[config.mk]
export PLATFORM = sky130hd
export DESIGN_NAME = rv_alu_r
export DESIGN_NICKNAME = d
export VERILOG_FILES = /design/src/rtl/rv_alu_pkg.sv /design/src/rtl/rv_alu_r_shifter.sv /design/src/rtl/rv_alu_r.sv
export SDC_FILE = /design/constraint.sdc
export NUM_CORES = 1
export LEC_CHECK = 0
export ABC_AREA = 1
export CAP_MARGIN = 15
export CELL_PAD_IN_SITES_DETAIL_PLACEMENT = 1
export CELL_PAD_IN_SITES_GLOBAL_PLACEMENT = 1
export CORE_UTILIZATION = 43
export CTS_CLUSTER_DIAMETER = 40
export DETAILED_ROUTE_END_ITERATION = 8
export HOLD_SLACK_MARGIN = 0.08
export PLACE_DENSITY = 0.95
export SYNTH_ARGS = -nofsm -noshare
export SYNTH_HDL_FRONTEND = slang
export SYNTH_SLANG_ARGS = --single-unit
[constraint.sdc]
create_clock -name clk -period 1.65 [get_ports clk]
set_clock_uncertainty 0.15 [all_clocks]
set_input_delay 0.495 -clock clk [delete_from_list [all_inputs] [get_ports clk]]
set_output_delay 0.495 -clock clk [all_outputs]
set_load 0.02 [all_outputs]
[src/rtl/rv_alu_pkg.sv]
// RV32I R-type ALU shared definitions: opcode encodings and datapath width.
// Latency: n/a (constants and a pure helper function only).
// Backpressure: n/a.
package rv_alu_pkg;

    localparam int XLEN = 32;

    // Operation code is {funct7[5], funct3}.
    localparam logic [3:0] OP_ADD  = 4'b0_000;
    localparam logic [3:0] OP_SUB  = 4'b1_000;
    localparam logic [3:0] OP_SLL  = 4'b0_001;
    localparam logic [3:0] OP_SLT  = 4'b0_010;
    localparam logic [3:0] OP_SLTU = 4'b0_011;
    localparam logic [3:0] OP_XOR  = 4'b0_100;
    localparam logic [3:0] OP_SRL  = 4'b0_101;
    localparam logic [3:0] OP_SRA  = 4'b1_101;
    localparam logic [3:0] OP_OR   = 4'b0_110;
    localparam logic [3:0] OP_AND  = 4'b0_111;

    // Bit reversal lets the right-shifting barrel also perform left shifts.
    function automatic logic [XLEN-1:0] bit_rev(input logic [XLEN-1:0] d);
        logic [XLEN-1:0] r;
        for (int i = 0; i < XLEN; i++) begin
            r[i] = d[XLEN-1-i];
        end
        return r;
    endfunction

endpackage

[src/rtl/rv_alu_r_shifter.sv]
// 5-stage barrel shifter shared by SLL, SRL and SRA.
// Latency: combinational, 0 cycles.
// Backpressure: none; output follows inputs.
// Ports: i_data (operand), i_shamt (shift amount), i_dir (1=left, 0=right),
//        i_arith (sign fill on right shifts), o_data (shifted result).
module rv_shifter
    import rv_alu_pkg::*;
(
    input  logic [XLEN-1:0] i_data,
    input  logic [4:0]      i_shamt,
    input  logic            i_dir,
    input  logic            i_arith,
    output logic [XLEN-1:0] o_data
);

    logic [XLEN-1:0] w_stage [0:5];
    logic            w_fill;

    // Left shifts run through the same right-shift barrel on reversed data,
    // so the fill bit must be zero for them regardless of i_arith.
    assign w_fill     = i_arith & ~i_dir & i_data[XLEN-1];
    assign w_stage[0] = i_dir ? bit_rev(i_data) : i_data;

    for (genvar k = 0; k < 5; k++) begin : g_stage
        localparam int SH = 1 << k;
        assign w_stage[k+1] = i_shamt[k] ? {{SH{w_fill}}, w_stage[k][XLEN-1:SH]}
                                         : w_stage[k];
    end

    assign o_data = i_dir ? bit_rev(w_stage[5]) : w_stage[5];

endmodule

[src/rtl/rv_alu_r.sv]
// RV32I R-type integer ALU, rd = rs1 OP rs2 with OP = {funct7[5], funct3}.
// Latency: 1 cycle, result and valid registered; back-to-back ops every cycle.
// Backpressure: none, no ready; rd_out/illegal hold when valid_in is low.
// Ports: clk, rst_n (async active-low), valid_in, rs1_in, rs2_in, funct3,
//        funct7_r -> rd_out, valid_out, illegal.
module rv_alu_r
    import rv_alu_pkg::*;
(
    input  logic            clk,
    input  logic            rst_n,
    input  logic            valid_in,
    input  logic [XLEN-1:0] rs1_in,
    input  logic [XLEN-1:0] rs2_in,
    input  logic [2:0]      funct3,
    input  logic            funct7_r,
    output logic [XLEN-1:0] rd_out,
    output logic            valid_out,
    output logic            illegal
);

    logic [3:0]      w_funct;
    logic            w_sub;
    logic [XLEN-1:0] w_b;
    logic [XLEN:0]   w_sum;
    logic            w_lt_s;
    logic            w_lt_u;
    logic            w_shl;
    logic [XLEN-1:0] w_shift;
    logic [XLEN-1:0] w_result;
    logic            w_illegal;

    logic [XLEN-1:0] r_rd;
    logic            r_valid;
    logic            r_illegal;

    assign w_funct = {funct7_r, funct3};

    // One adder serves ADD, SUB and both compares: subtract is rs1 + ~rs2 + 1.
    assign w_sub = (w_funct == OP_SUB) || (w_funct == OP_SLT) || (w_funct == OP_SLTU);
    assign w_b   = w_sub ? ~rs2_in : rs2_in;
    assign w_sum = {1'b0, rs1_in} + {1'b0, w_b} + {{XLEN{1'b0}}, w_sub};

    // Carry-out of the subtract is "no borrow", i.e. rs1 >= rs2 unsigned.
    assign w_lt_u = ~w_sum[XLEN];
    // With differing signs the negative operand is smaller; otherwise the
    // difference cannot overflow and its sign bit decides.
    assign w_lt_s = (rs1_in[XLEN-1] != rs2_in[XLEN-1]) ? rs1_in[XLEN-1]
                                                       : w_sum[XLEN-1];

    assign w_shl = (funct3 == 3'b001);

    rv_shifter u_shifter (
        .i_data  (rs1_in),
        .i_shamt (rs2_in[4:0]),
        .i_dir   (w_shl),
        .i_arith (funct7_r),
        .o_data  (w_shift)
    );

    always_comb begin
        w_result  = '0;
        w_illegal = 1'b0;
        case (w_funct)
            OP_ADD, OP_SUB:          w_result = w_sum[XLEN-1:0];
            OP_SLL, OP_SRL, OP_SRA:  w_result = w_shift;
            OP_SLT:                  w_result = {{(XLEN-1){1'b0}}, w_lt_s};
            OP_SLTU:                 w_result = {{(XLEN-1){1'b0}}, w_lt_u};
            OP_XOR:                  w_result = rs1_in ^ rs2_in;
            OP_OR:                   w_result = rs1_in | rs2_in;
            OP_AND:                  w_result = rs1_in & rs2_in;
            default:                 w_illegal = 1'b1;
        endcase
    end

    always_ff @(posedge clk or negedge rst_n) begin
        if (!rst_n) begin
            r_rd      <= '0;
            r_valid   <= 1'b0;
            r_illegal <= 1'b0;
        end else begin
            r_valid <= valid_in;
            if (valid_in) begin
                r_rd      <= w_result;
                r_illegal <= w_illegal;
            end
        end
    end

    assign rd_out    = r_rd;
    assign valid_out = r_valid;
    assign illegal   = r_illegal;

endmodule

==> results of run 1 <==
Yosys cell counts, types with 2 or more instances:
cell type,n
sky130_fd_sc_hd__o21ai_0,33
sky130_fd_sc_hd__clkbuf_1,19
sky130_fd_sc_hd__o21ai_1,10
sky130_fd_sc_hd__inv_2,2
sky130_fd_sc_hd__nor2_1,83
sky130_fd_sc_hd__nand3_2,2
sky130_fd_sc_hd__clkinv_1,3
sky130_fd_sc_hd__nand3_1,330
sky130_fd_sc_hd__a221oi_1,27
sky130_fd_sc_hd__or2_2,10
sky130_fd_sc_hd__a211oi_1,3
sky130_fd_sc_hd__nor3_1,10
sky130_fd_sc_hd__nand2_1,367
sky130_fd_sc_hd__a31oi_1,2
sky130_fd_sc_hd__inv_1,102
sky130_fd_sc_hd__nand4_1,7
sky130_fd_sc_hd__buf_1,11
sky130_fd_sc_hd__and3_1,2
sky130_fd_sc_hd__dfrtp_1,34
sky130_fd_sc_hd__a21o_1,9
sky130_fd_sc_hd__o211ai_1,9
sky130_fd_sc_hd__o21ai_2,3
sky130_fd_sc_hd__o211ai_2,17
sky130_fd_sc_hd__a21boi_0,2
sky130_fd_sc_hd__ha_1,96
sky130_fd_sc_hd__nand2_2,8
sky130_fd_sc_hd__a21oi_1,50
sky130_fd_sc_hd__buf_2,32
sky130_fd_sc_hd__buf_6,8
sky130_fd_sc_hd__nand3b_1,6
sky130_fd_sc_hd__xor2_1,33
sky130_fd_sc_hd__o21bai_1,3
per-stage QoR:
step	std cells	worst slack (ns)	instance area (um2)	TNS (ns)
after floorplan	1342	-1.26	8120	-33.39
after detailed placement	1886	-2.50	11300	-74.21
after global placement	1886	-2.16	11300	-63.74
kinds of logic after synthesis:
kind of cell | share of synthesized area, %
AND/OR/NAND/NOR | 45.9
buffers and inverters | 9.76
AO/OA/AOI/OAI | 14.7
adder cells (fa/ha/maj) | 15.3
flip-flops | 10.7
XOR/XNOR | 3.63
==> run_summary.xml, run 1 <==
<?xml version="1.0" encoding="UTF-8"?>
<metrics>
  <group name="run_status">
    <metric name="status" unit="">aborted with a tool error</metric>
    <metric name="failed_stage" unit="">4_1_cts</metric>
    <metric name="toolErrorMsg" unit="">[ERROR DPL-0033] detailed placement checks failed during check placement.</metric>
  </group>
  <group name="die">
    <metric name="initial_util" unit="%">44.1</metric>
    <metric name="num_io_pins" unit="">105</metric>
    <metric name="placementRows" unit="">49</metric>
    <metric name="vertical_extent_of_the_die" unit="um">138</metric>
    <metric name="chipWidth" unit="um">138</metric>
  </group>
  <group name="place">
    <metric name="portBuffers" unit="">104</metric>
    <metric name="placer_congestion" unit="">1.15</metric>
    <metric name="dpl.hpwl" unit="mm">42.9</metric>
  </group>
  <group name="clocking">
    <metric name="clk_path_buf_depth" unit="">2</metric>
    <metric name="post_cts_resized" unit="">566</metric>
    <metric name="clock_sinks" unit="">34</metric>
    <metric name="inserted_clock_buffers" unit="">5</metric>
    <metric name="hold_buffers" unit="">0</metric>
    <metric name="h-tree-depth" unit="">2</metric>
    <metric name="clockRootBuffer" unit="">sky130_fd_sc_hd__clkbuf_16</metric>
    <metric name="post_cts_buffers" unit="">75</metric>
  </group>
  <group name="logic_synthesis">
    <metric name="portion_of_the_post_synthesis_area_used_by_sequential_elements" unit="%">10.7</metric>
    <metric name="netlist_top_cells_area" unit="">sky130_fd_sc_hd__nand3_1, sky130_fd_sc_hd__nand2_1, sky130_fd_sc_hd__ha_1</metric>
    <metric name="syn_area" unit="mm2">0.00797</metric>
    <metric name="synth_cells" unit="">1342</metric>
    <metric name="synthDominantAreaCellType" unit="">sky130_fd_sc_hd__nand3_1</metric>
    <metric name="synth_cell_types" unit="">41</metric>
    <metric name="yosysWarnings" unit="">0</metric>
    <metric name="synth_async_sr_flop_share" unit="%">100</metric>
    <metric name="synth_area_per_cell" unit="um2">5.94</metric>
    <metric name="ys_seq_elements" unit="">34</metric>
    <metric name="synth_top_flop_cell" unit="">sky130_fd_sc_hd__dfrtp_1</metric>
    <metric name="synth_top_cell_area_share" unit="%">20.7</metric>
    <metric name="synth_enable_flop_cells" unit="">0</metric>
    <metric name="synthesis.nets" unit="">1510</metric>
  </group>
</metrics>
==> inputs of run 2 (changes only) <==
==> config.mk (replaced) <==
export PLATFORM = sky130hd
export DESIGN_NAME = rv_alu_r
export DESIGN_NICKNAME = d
export VERILOG_FILES = /design/src/rtl/rv_alu_pkg.sv /design/src/rtl/rv_alu_r_shifter.sv /design/src/rtl/rv_alu_r.sv
export SDC_FILE = /design/constraint.sdc
export NUM_CORES = 1
export LEC_CHECK = 0
export ABC_AREA = 1
export CAP_MARGIN = 15
export CORE_UTILIZATION = 35
export DETAILED_ROUTE_END_ITERATION = 8
export PLACE_DENSITY_LB_ADDON = 0.15
export SYNTH_ARGS = -nofsm -noshare
export SYNTH_HDL_FRONTEND = slang
export SYNTH_SLANG_ARGS = --single-unit
==> run 2 against run 1 <==
Compared with the run above:
- the flow now finishes, with violations (negative setup slack)
- synthesized area is the same
- synthesized cell count is the same
==> run_summary.xml, run 2 <==
<?xml version="1.0" encoding="UTF-8"?>
<metrics>
  <group name="timing">
    <metric name="timing.final.hold_violations" unit="">0</metric>
    <metric name="max_slew_violations" unit="">0</metric>
    <metric name="slew_headroom" unit="%">64.4</metric>
    <metric name="max_slew.worst_pin.slew" unit="ns">0.534</metric>
    <metric name="period_minus_slack" unit="ns">3.10</metric>
    <metric name="achievable-frequency" unit="MHz">323</metric>
    <metric name="rsz_0062_raised_after_global_routing" unit="">true</metric>
    <metric name="fin_crit_sh" unit="%">188</metric>
    <metric name="post-route-worst-setup-slack" unit="ns">-1.45</metric>
    <metric name="setup_viol" unit="">33</metric>
    <metric name="fin_worst_hold_slack" unit="ns">0.00136</metric>
  </group>
  <group name="clocking">
    <metric name="clkLatencyLatePin" unit="ns">0.29</metric>
    <metric name="cts.reportedPaths.clkPinSlew" unit="ns">0.06</metric>
    <metric name="clockRootBuffer" unit="">sky130_fd_sc_hd__clkbuf_16</metric>
    <metric name="h-tree-depth" unit="">2</metric>
    <metric name="tritoncts" unit="">built</metric>
    <metric name="inserted_clock_buffers" unit="">5</metric>
    <metric name="hold_buffers" unit="">0</metric>
    <metric name="clock_sinks" unit="">34</metric>
    <metric name="clk_path_buf_depth" unit="">2</metric>
  </group>
  <group name="final_layout">
    <metric name="mostFrequentLayoutCell" unit="">sky130_fd_sc_hd__buf_4</metric>
    <metric name="layout.filler_cells" unit="">1920</metric>
    <metric name="stdcell_area" unit="mm2">0.0144</metric>
    <metric name="final_core_util" unit="%">65.1</metric>
    <metric name="area_delta_synth_final" unit="%">80.4</metric>
    <metric name="largest_reg_flops" unit="">32</metric>
    <metric name="final_nets" unit="">1954</metric>
    <metric name="antenna-diode-count" unit="">0</metric>
    <metric name="drive_above_1_share" unit="%">43.4</metric>
    <metric name="layout_common_cells" unit="">sky130_fd_sc_hd__buf_4, sky130_fd_sc_hd__nand2_1, sky130_fd_sc_hd__nand3_1</metric>
  </group>
  <group name="die">
    <metric name="chipWidth" unit="um">153</metric>
    <metric name="fp.dieArea" unit="mm2">0.0234</metric>
    <metric name="initial_util" unit="%">36.1</metric>
    <metric name="vertical_extent_of_the_die" unit="um">153</metric>
    <metric name="placementRows" unit="">54</metric>
    <metric name="num_io_pins" unit="">105</metric>
    <metric name="core" unit="mm2">0.0221</metric>
  </group>
  <group name="flow_run">
    <metric name="max-cap-violations" unit="">0</metric>
  </group>
  <group name="drt">
    <metric name="postRouteAntennaNets" unit="">0</metric>
    <metric name="number_of_violations_reported_at_the_end_of_detailed_routing_iteration_0" unit="">1072</metric>
    <metric name="drc" unit="">0</metric>
    <metric name="routedWlPerCell" unit="um">21.6</metric>
    <metric name="detail_route.vias_per_cell" unit="">5.60</metric>
    <metric name="wl" unit="mm">44.6</metric>
    <metric name="via_count" unit="">11600</metric>
    <metric name="detailedRoute.firstPassIterationCount" unit="">5</metric>
  </group>
  <group name="grt">
    <metric name="grt.total_usage" unit="%">36.3</metric>
    <metric name="vias_in_the_first_global_route" unit="">11300</metric>
    <metric name="wire_length_of_the_first_global_routing_pass" unit="mm">65.0</metric>
    <metric name="maximum_number_of_pins_on_one_net_before_global_route_repair" unit="">35</metric>
    <metric name="grt_antenna_before_repair" unit="">0</metric>
    <metric name="grt-ovfl-total" unit="">0</metric>
  </group>
  <group name="worst_hold_path">
    <metric name="worstHoldPathType" unit="">in -&gt; async</metric>
  </group>
  <group name="power_and_ir_drop">
    <metric name="total_leakage_power" unit="nW">7.25</metric>
    <metric name="power.ir.vdd_worst" unit="uV">371</metric>
    <metric name="p_per_area" unit="mW/mm2">541</metric>
  </group>
  <group name="logic_synthesis">
    <metric name="syn_area" unit="mm2">0.00797</metric>
    <metric name="post_synth_most_frequent_cells" unit="">sky130_fd_sc_hd__nand2_1, sky130_fd_sc_hd__nand3_1, sky130_fd_sc_hd__inv_1, sky130_fd_sc_hd__ha_1, sky130_fd_sc_hd__nor2_1</metric>
    <metric name="ys_seq_elements" unit="">34</metric>
    <metric name="synth_async_sr_flop_share" unit="%">100</metric>
    <metric name="synthesis.nets" unit="">1510</metric>
    <metric name="synth_enable_flop_cells" unit="">0</metric>
    <metric name="synth_cells" unit="">1342</metric>
    <metric name="synth_top_cell_area_share" unit="%">20.7</metric>
    <metric name="synth_top_flop_cell" unit="">sky130_fd_sc_hd__dfrtp_1</metric>
    <metric name="synthDominantAreaCellType" unit="">sky130_fd_sc_hd__nand3_1</metric>
    <metric name="synth_most_common_cell" unit="">sky130_fd_sc_hd__nand2_1</metric>
    <metric name="yosysWarnings" unit="">0</metric>
    <metric name="synth_area_per_cell" unit="um2">5.94</metric>
    <metric name="netlist_top_cells_area" unit="">sky130_fd_sc_hd__nand3_1, sky130_fd_sc_hd__nand2_1, sky130_fd_sc_hd__ha_1</metric>
    <metric name="portion_of_the_post_synthesis_area_used_by_sequential_elements" unit="%">10.7</metric>
    <metric name="synth_cell_types" unit="">41</metric>
  </group>
  <group name="run_status">
    <metric name="violations" unit="">negative setup slack</metric>
    <metric name="status" unit="">finished with violations</metric>
  </group>
  <group name="setup_path">
    <metric name="worstSetupStartpointType" unit="">input port</metric>
    <metric name="critical_path_arrival" unit="ns">3.13</metric>
    <metric name="worst_path_fanout_max" unit="">5</metric>
    <metric name="worst_ep_required_time" unit="ns">1.68</metric>
    <metric name="worst_setup_path_class" unit="">in -&gt; reg</metric>
    <metric name="endpoint_kind" unit="">flip-flop</metric>
  </group>
  <group name="place">
    <metric name="dpl.hpwl" unit="mm">34.3</metric>
    <metric name="place_area" unit="mm2">0.0118</metric>
    <metric name="placer_congestion" unit="">1.01</metric>
    <metric name="portBuffers" unit="">104</metric>
  </group>
</metrics>
[run 2: cell counts after synthesis]
No cell type changed its count.
[run 2: final timing paths]
path,start,end,slack [ns],depth (start not counted)
worst min register to register,rd_out[2],rd_out[2],0.32,2
worst min-delay path,rst_n,rd_out[2],0.001,2
min in group clk,rd_out[2],rd_out[2],0.32,2
worst max-delay path,funct7_r,rd_out[9],-1.45,22
worst max register to register,rd_out[0],rd_out[0],0.82,2
max in group asynchronous,rst_n,rd_out[14],1.15,2
[run 2: area by class of cell]
class	count	area, um2	area share, %
Timing Repair Buffer	508	4440	30.9
Multi-Input combinational cell	1129	8150	56.7
Inverter	108	433	3.01
Clock inverter	2	12.5	0.0870
Tap cell	280	350	2.44
Sequential cell	34	851	5.92
Clock buffer	6	139	0.966
[run 2: routing by layer]
| layer | vias up | part of all wire [%] | GRT usage [%] |
|---|---|---|---|
| met5 | - | 0 | 0 |
| met4 | 0 | 6.3 | 17.5 |
| met3 | 135 | 6.9 | 5.02 |
| met2 | 483 | 46 | 60.5 |
| met1 | 5493 | 40 | 46.0 |
| li1 | 5463 | - | - |
[run 2: critical path, stage by stage]
cell and delay (ns):
sky130_fd_sc_hd__buf_6 0.11, sky130_fd_sc_hd__nor2_4 0.13, sky130_fd_sc_hd__nand2_4 0.08, sky130_fd_sc_hd__nand2_8 0.13, sky130_fd_sc_hd__buf_12 0.15, sky130_fd_sc_hd__xor2_2 0.17, sky130_fd_sc_hd__inv_1 0.09, sky130_fd_sc_hd__ha_1 0.21
sky130_fd_sc_hd__a21oi_2 0.16, sky130_fd_sc_hd__nor2_1 0.05, sky130_fd_sc_hd__nor2_1 0.15, sky130_fd_sc_hd__nor2_2 0.08, sky130_fd_sc_hd__nor2_2 0.14, sky130_fd_sc_hd__nand2_2 0.09, sky130_fd_sc_hd__buf_4 0.16, sky130_fd_sc_hd__o21ai_2 0.12
sky130_fd_sc_hd__a21oi_2 0.05, sky130_fd_sc_hd__a211oi_2 0.16, sky130_fd_sc_hd__buf_4 0.20, sky130_fd_sc_hd__nand2_2 0.06, sky130_fd_sc_hd__nand2_1 0.06, sky130_fd_sc_hd__nand2_1 0.05
[run 2: logic make-up after synthesis]
family / Yosys count / synth area share, %
compound gates: 171 / 14.7
xor+xnor: 33 / 3.63
fa+ha+maj: 97 / 15.3
buf+inv: 179 / 9.76
flops: 34 / 10.7
simple gates: 828 / 45.9
[run 2: metrics by stage]
step | power [mW] | TNS (ns) | instances | worst slack, ns
2_1_floorplan | 3.19 | -33.39 | 1342 | -1.26
3_3_place_gp | 5.42 | -67.48 | 1999 | -2.28
3_5_place_dp | 5.44 | -67.98 | 1999 | -2.30
4_1_cts | 7.01 | -38.41 | 2046 | -1.33
5_1_grt | 8.19 | -45.43 | 2067 | -1.60
6_report | 7.78 | -41.30 | 2067 | -1.45
[run 2: report_power, final]
group	total [mW]	leakage [nW]	internal [mW]	switching, mW
Combinational	5.76	6.73	2.57	3.19
Clock	1.00	0.0729	0.599	0.403
Sequential	1.02	0.441	0.945	0.0698
[run 2: repair_timing]
| item | in CTS | in global routing |
|---|---|---|
| endpoints found under the setup margin | 67 | 56 |
| pin swaps | 111 | 89 |
| setup buffers | 44 | 29 |
| cloned | 1 | 1 |
| resized for setup | 344 | 225 |
No activity file was read; power rests on OpenSTA's default activity.
==> inputs of run 3 (changes only) <==
--- a/config.mk
+++ b/config.mk
@@ -10,6 +10,7 @@
 export CORE_UTILIZATION = 35
 export DETAILED_ROUTE_END_ITERATION = 8
 export PLACE_DENSITY_LB_ADDON = 0.15
+export SLEW_MARGIN = 5
 export SYNTH_ARGS = -nofsm -noshare
 export SYNTH_HDL_FRONTEND = slang
 export SYNTH_SLANG_ARGS = --single-unit
==> results of run 3 <==
Same layout as run 2: the final DEF is identical, and so are final timing and power.
==> inputs of run 4 (changes only) <==
--- a/config.mk
+++ b/config.mk
@@ -10,7 +10,8 @@
 export CORE_UTILIZATION = 35
 export DETAILED_ROUTE_END_ITERATION = 8
 export PLACE_DENSITY_LB_ADDON = 0.15
-export SLEW_MARGIN = 5
+export SKIP_LAST_GASP = 1
+export SLEW_MARGIN = 40
 export SYNTH_ARGS = -nofsm -noshare
 export SYNTH_HDL_FRONTEND = slang
 export SYNTH_SLANG_ARGS = --single-unit
==> run 4 against run 3 <==
Compared with the run above:
- the flow still finishes with violations (negative setup slack)
- critical endpoint is now rd_out[21]
- sequential share of layout area grew 0.18 points
- highest routed layer unchanged
- sequential cell count unchanged
- clock power hardly changed
- design area decreased by 3.0%
- largest cell class unchanged
- sequential power barely moved
- power decreased by 3.6%
- fmax up 0.76%
- worst hold slack gained 0.0010 ns
- final cell count is essentially flat
- via count barely moved
==> run_summary.xml, run 4 (synthesis results as in run 2) <==
<?xml version="1.0" encoding="UTF-8"?>
<metrics>
  <group name="run_status">
    <metric name="status" unit="">finished with violations</metric>
    <metric name="violations" unit="">negative setup slack</metric>
  </group>
  <group name="drt">
    <metric name="routedWlPerCell" unit="um">21.0</metric>
    <metric name="postRouteAntennaNets" unit="">0</metric>
    <metric name="wl" unit="mm">43.5</metric>
    <metric name="detailedRoute.firstPassIterationCount" unit="">5</metric>
    <metric name="detail_route.vias_per_cell" unit="">5.59</metric>
    <metric name="via_count" unit="">11600</metric>
    <metric name="drc" unit="">0</metric>
    <metric name="number_of_violations_reported_at_the_end_of_detailed_routing_iteration_0" unit="">1039</metric>
  </group>
  <group name="setup_path">
    <metric name="critPathMaxStageDelay" unit="ns">0.40</metric>
    <metric name="worst_setup_path_class" unit="">in -&gt; reg</metric>
    <metric name="timing.critical_path.mode_cell" unit="">sky130_fd_sc_hd__nand2_1</metric>
    <metric name="cp_top_family" unit="">simple AND/OR/NAND/NOR gates</metric>
    <metric name="critPathSlowestCell" unit="">sky130_fd_sc_hd__ha_2</metric>
    <metric name="worst_path_fanout_max" unit="">5</metric>
    <metric name="sum_of_buffers_and_inverters_on_the_critical_path" unit="">4</metric>
    <metric name="worstSetupStartpointType" unit="">input port</metric>
    <metric name="worst_ep_required_time" unit="ns">1.68</metric>
    <metric name="timing.critical_path.cells" unit="">buf_8 -&gt; buf_6 -&gt; nand2_4 -&gt; nand2_8 -&gt; buf_8 -&gt; xor2_1 -&gt; ha_2 -&gt; nand2_2 -&gt; nor2_2 -&gt; inv_1 -&gt; nor3_2 -&gt; nand2_1 -&gt; nand2_2 -&gt; a21o_4 -&gt; nand3_2 -&gt; nand2_1 -&gt; nand2_1 -&gt; nand3_2 -&gt; nand3_2 -&gt; nand2_1 -&gt; nand2_1</metric>
    <metric name="endpoint_kind" unit="">flip-flop</metric>
    <metric name="critical_path_arrival" unit="ns">3.10</metric>
  </group>
  <group name="timing">
    <metric name="rsz_0062_raised_after_global_routing" unit="">true</metric>
    <metric name="setup_viol" unit="">33</metric>
    <metric name="fin_worst_hold_slack" unit="ns">0.00238</metric>
    <metric name="period_minus_slack" unit="ns">3.07</metric>
    <metric name="timing.final.hold_violations" unit="">0</metric>
    <metric name="max_slew_violations" unit="">0</metric>
    <metric name="post-route-worst-setup-slack" unit="ns">-1.42</metric>
    <metric name="max_slew.worst_pin.slew" unit="ns">0.520</metric>
    <metric name="achievable-frequency" unit="MHz">325</metric>
    <metric name="slew_headroom" unit="%">65.3</metric>
    <metric name="fin_crit_sh" unit="%">186</metric>
  </group>
  <group name="clocking">
    <metric name="clock_sinks" unit="">34</metric>
    <metric name="hold_buffers" unit="">0</metric>
    <metric name="clkLatencyLatePin" unit="ns">0.29</metric>
    <metric name="h-tree-depth" unit="">2</metric>
    <metric name="cts.reportedPaths.clkPinSlew" unit="ns">0.06</metric>
    <metric name="clockRootBuffer" unit="">sky130_fd_sc_hd__clkbuf_16</metric>
    <metric name="clk_path_buf_depth" unit="">2</metric>
    <metric name="tritoncts" unit="">built</metric>
    <metric name="inserted_clock_buffers" unit="">5</metric>
  </group>
  <group name="grt">
    <metric name="grt_antenna_before_repair" unit="">0</metric>
    <metric name="wire_length_of_the_first_global_routing_pass" unit="mm">64.9</metric>
    <metric name="maximum_number_of_pins_on_one_net_before_global_route_repair" unit="">35</metric>
    <metric name="grt-ovfl-total" unit="">0</metric>
    <metric name="vias_in_the_first_global_route" unit="">11300</metric>
    <metric name="grt.total_usage" unit="%">36.2</metric>
  </group>
  <group name="final_layout">
    <metric name="area_delta_synth_final" unit="%">75.0</metric>
    <metric name="layout_common_cells" unit="">sky130_fd_sc_hd__buf_4, sky130_fd_sc_hd__nand2_1, sky130_fd_sc_hd__nand3_1</metric>
    <metric name="drive_above_1_share" unit="%">41.3</metric>
    <metric name="antenna-diode-count" unit="">0</metric>
    <metric name="largest_reg_flops" unit="">32</metric>
    <metric name="mostFrequentLayoutCell" unit="">sky130_fd_sc_hd__buf_4</metric>
    <metric name="final_nets" unit="">1955</metric>
    <metric name="final_core_util" unit="%">63.2</metric>
    <metric name="layout.filler_cells" unit="">1989</metric>
  </group>
  <group name="die">
    <metric name="chipWidth" unit="um">153</metric>
    <metric name="placementRows" unit="">54</metric>
    <metric name="fp.dieArea" unit="mm2">0.0234</metric>
    <metric name="initial_util" unit="%">36.1</metric>
    <metric name="vertical_extent_of_the_die" unit="um">153</metric>
    <metric name="core" unit="mm2">0.0221</metric>
    <metric name="num_io_pins" unit="">105</metric>
  </group>
  <group name="power_and_ir_drop">
    <metric name="p_per_area" unit="mW/mm2">537</metric>
    <metric name="total_leakage_power" unit="nW">7.12</metric>
    <metric name="power.ir.vdd_worst" unit="uV">358</metric>
  </group>
  <group name="place">
    <metric name="placer_congestion" unit="">1.01</metric>
    <metric name="dpl.hpwl" unit="mm">34.3</metric>
    <metric name="portBuffers" unit="">104</metric>
  </group>
  <group name="worst_hold_path">
    <metric name="worstHoldPathType" unit="">in -&gt; async</metric>
  </group>
  <group name="flow_run">
    <metric name="max-cap-violations" unit="">0</metric>
  </group>
</metrics>
[run 4: cell count changes in the layout (fill, tap and decap cells not counted), sizes merged]
cell	previous run	this run
buf	408	410
clkbuf	14	13
clkdlybuf4s50	48	52
dlymetal6s2s	4	0
[run 4: final timing paths]
path | end | startpoint | slack (ns) | cells after the start
worst min register to register | rd_out[2] | rd_out[2] | 0.32 | 2
max in group asynchronous | rd_out[14] | rst_n | 1.15 | 2
worst max register to register | rd_out[26] | rd_out[26] | 0.81 | 2
worst min-delay path | rd_out[7] | rst_n | 0.002 | 2
worst max-delay path | rd_out[21] | funct3[1] | -1.42 | 21
min in group clk | rd_out[2] | rd_out[2] | 0.32 | 2
[run 4: what timing repair did]
action                     CTS  global route
resized for setup          325           154
gates cloned                 1             0
pin swaps                  111            92
buffers inserted            44            24
setup endpoints to repair   67            56
[run 4: layout make-up]
| type | count | area [um2] | area share (%) |
|---|---|---|---|
| multi-input combinational | 1129 | 7790 | 55.8 |
| timing repair buffer | 509 | 4380 | 31.4 |
| sequential | 34 | 851 | 6.10 |
| inverter | 108 | 433 | 3.10 |
| tap | 280 | 350 | 2.51 |
| clock buffer | 6 | 139 | 0.995 |
| clock inverter | 2 | 12.5 | 0.0897 |
[run 4: where the power goes]
part	internal [mW]	switching [mW]	total, mW
combinational	2.43	3.06	5.49
sequential	0.946	0.0700	1.02
clock	0.598	0.397	0.995
[run 4: through the flow]
stage	instances	total power, mW	worst slack (ns)	TNS, ns	cell area [um2]
6_report	2068	7.50	-1.42	-40.89	14000
5_1_grt	2068	7.91	-1.52	-44.46	14000
4_1_cts	2046	6.97	-1.33	-38.64	13200
3_5_place_dp	1999	5.44	-2.30	-67.98	11800
3_3_place_gp	1999	5.42	-2.28	-67.48	11800
2_1_floorplan	1342	3.19	-1.26	-33.39	8120
[run 4: worst reg2reg max path: stages, from the launching register on]
cell and delay (ns):
sky130_fd_sc_hd__dfrtp_1 0.42, sky130_fd_sc_hd__nand2_1 0.10, sky130_fd_sc_hd__nand2_1 0.06
[run 4: per-layer routing]
metal | routed length (um) | global-route usage, %
met5 | 0 | 0
met4 | 2660 | 16.9
met3 | 2600 | 4.68
met2 | 20200 | 60.8
met1 | 18100 | 46.0
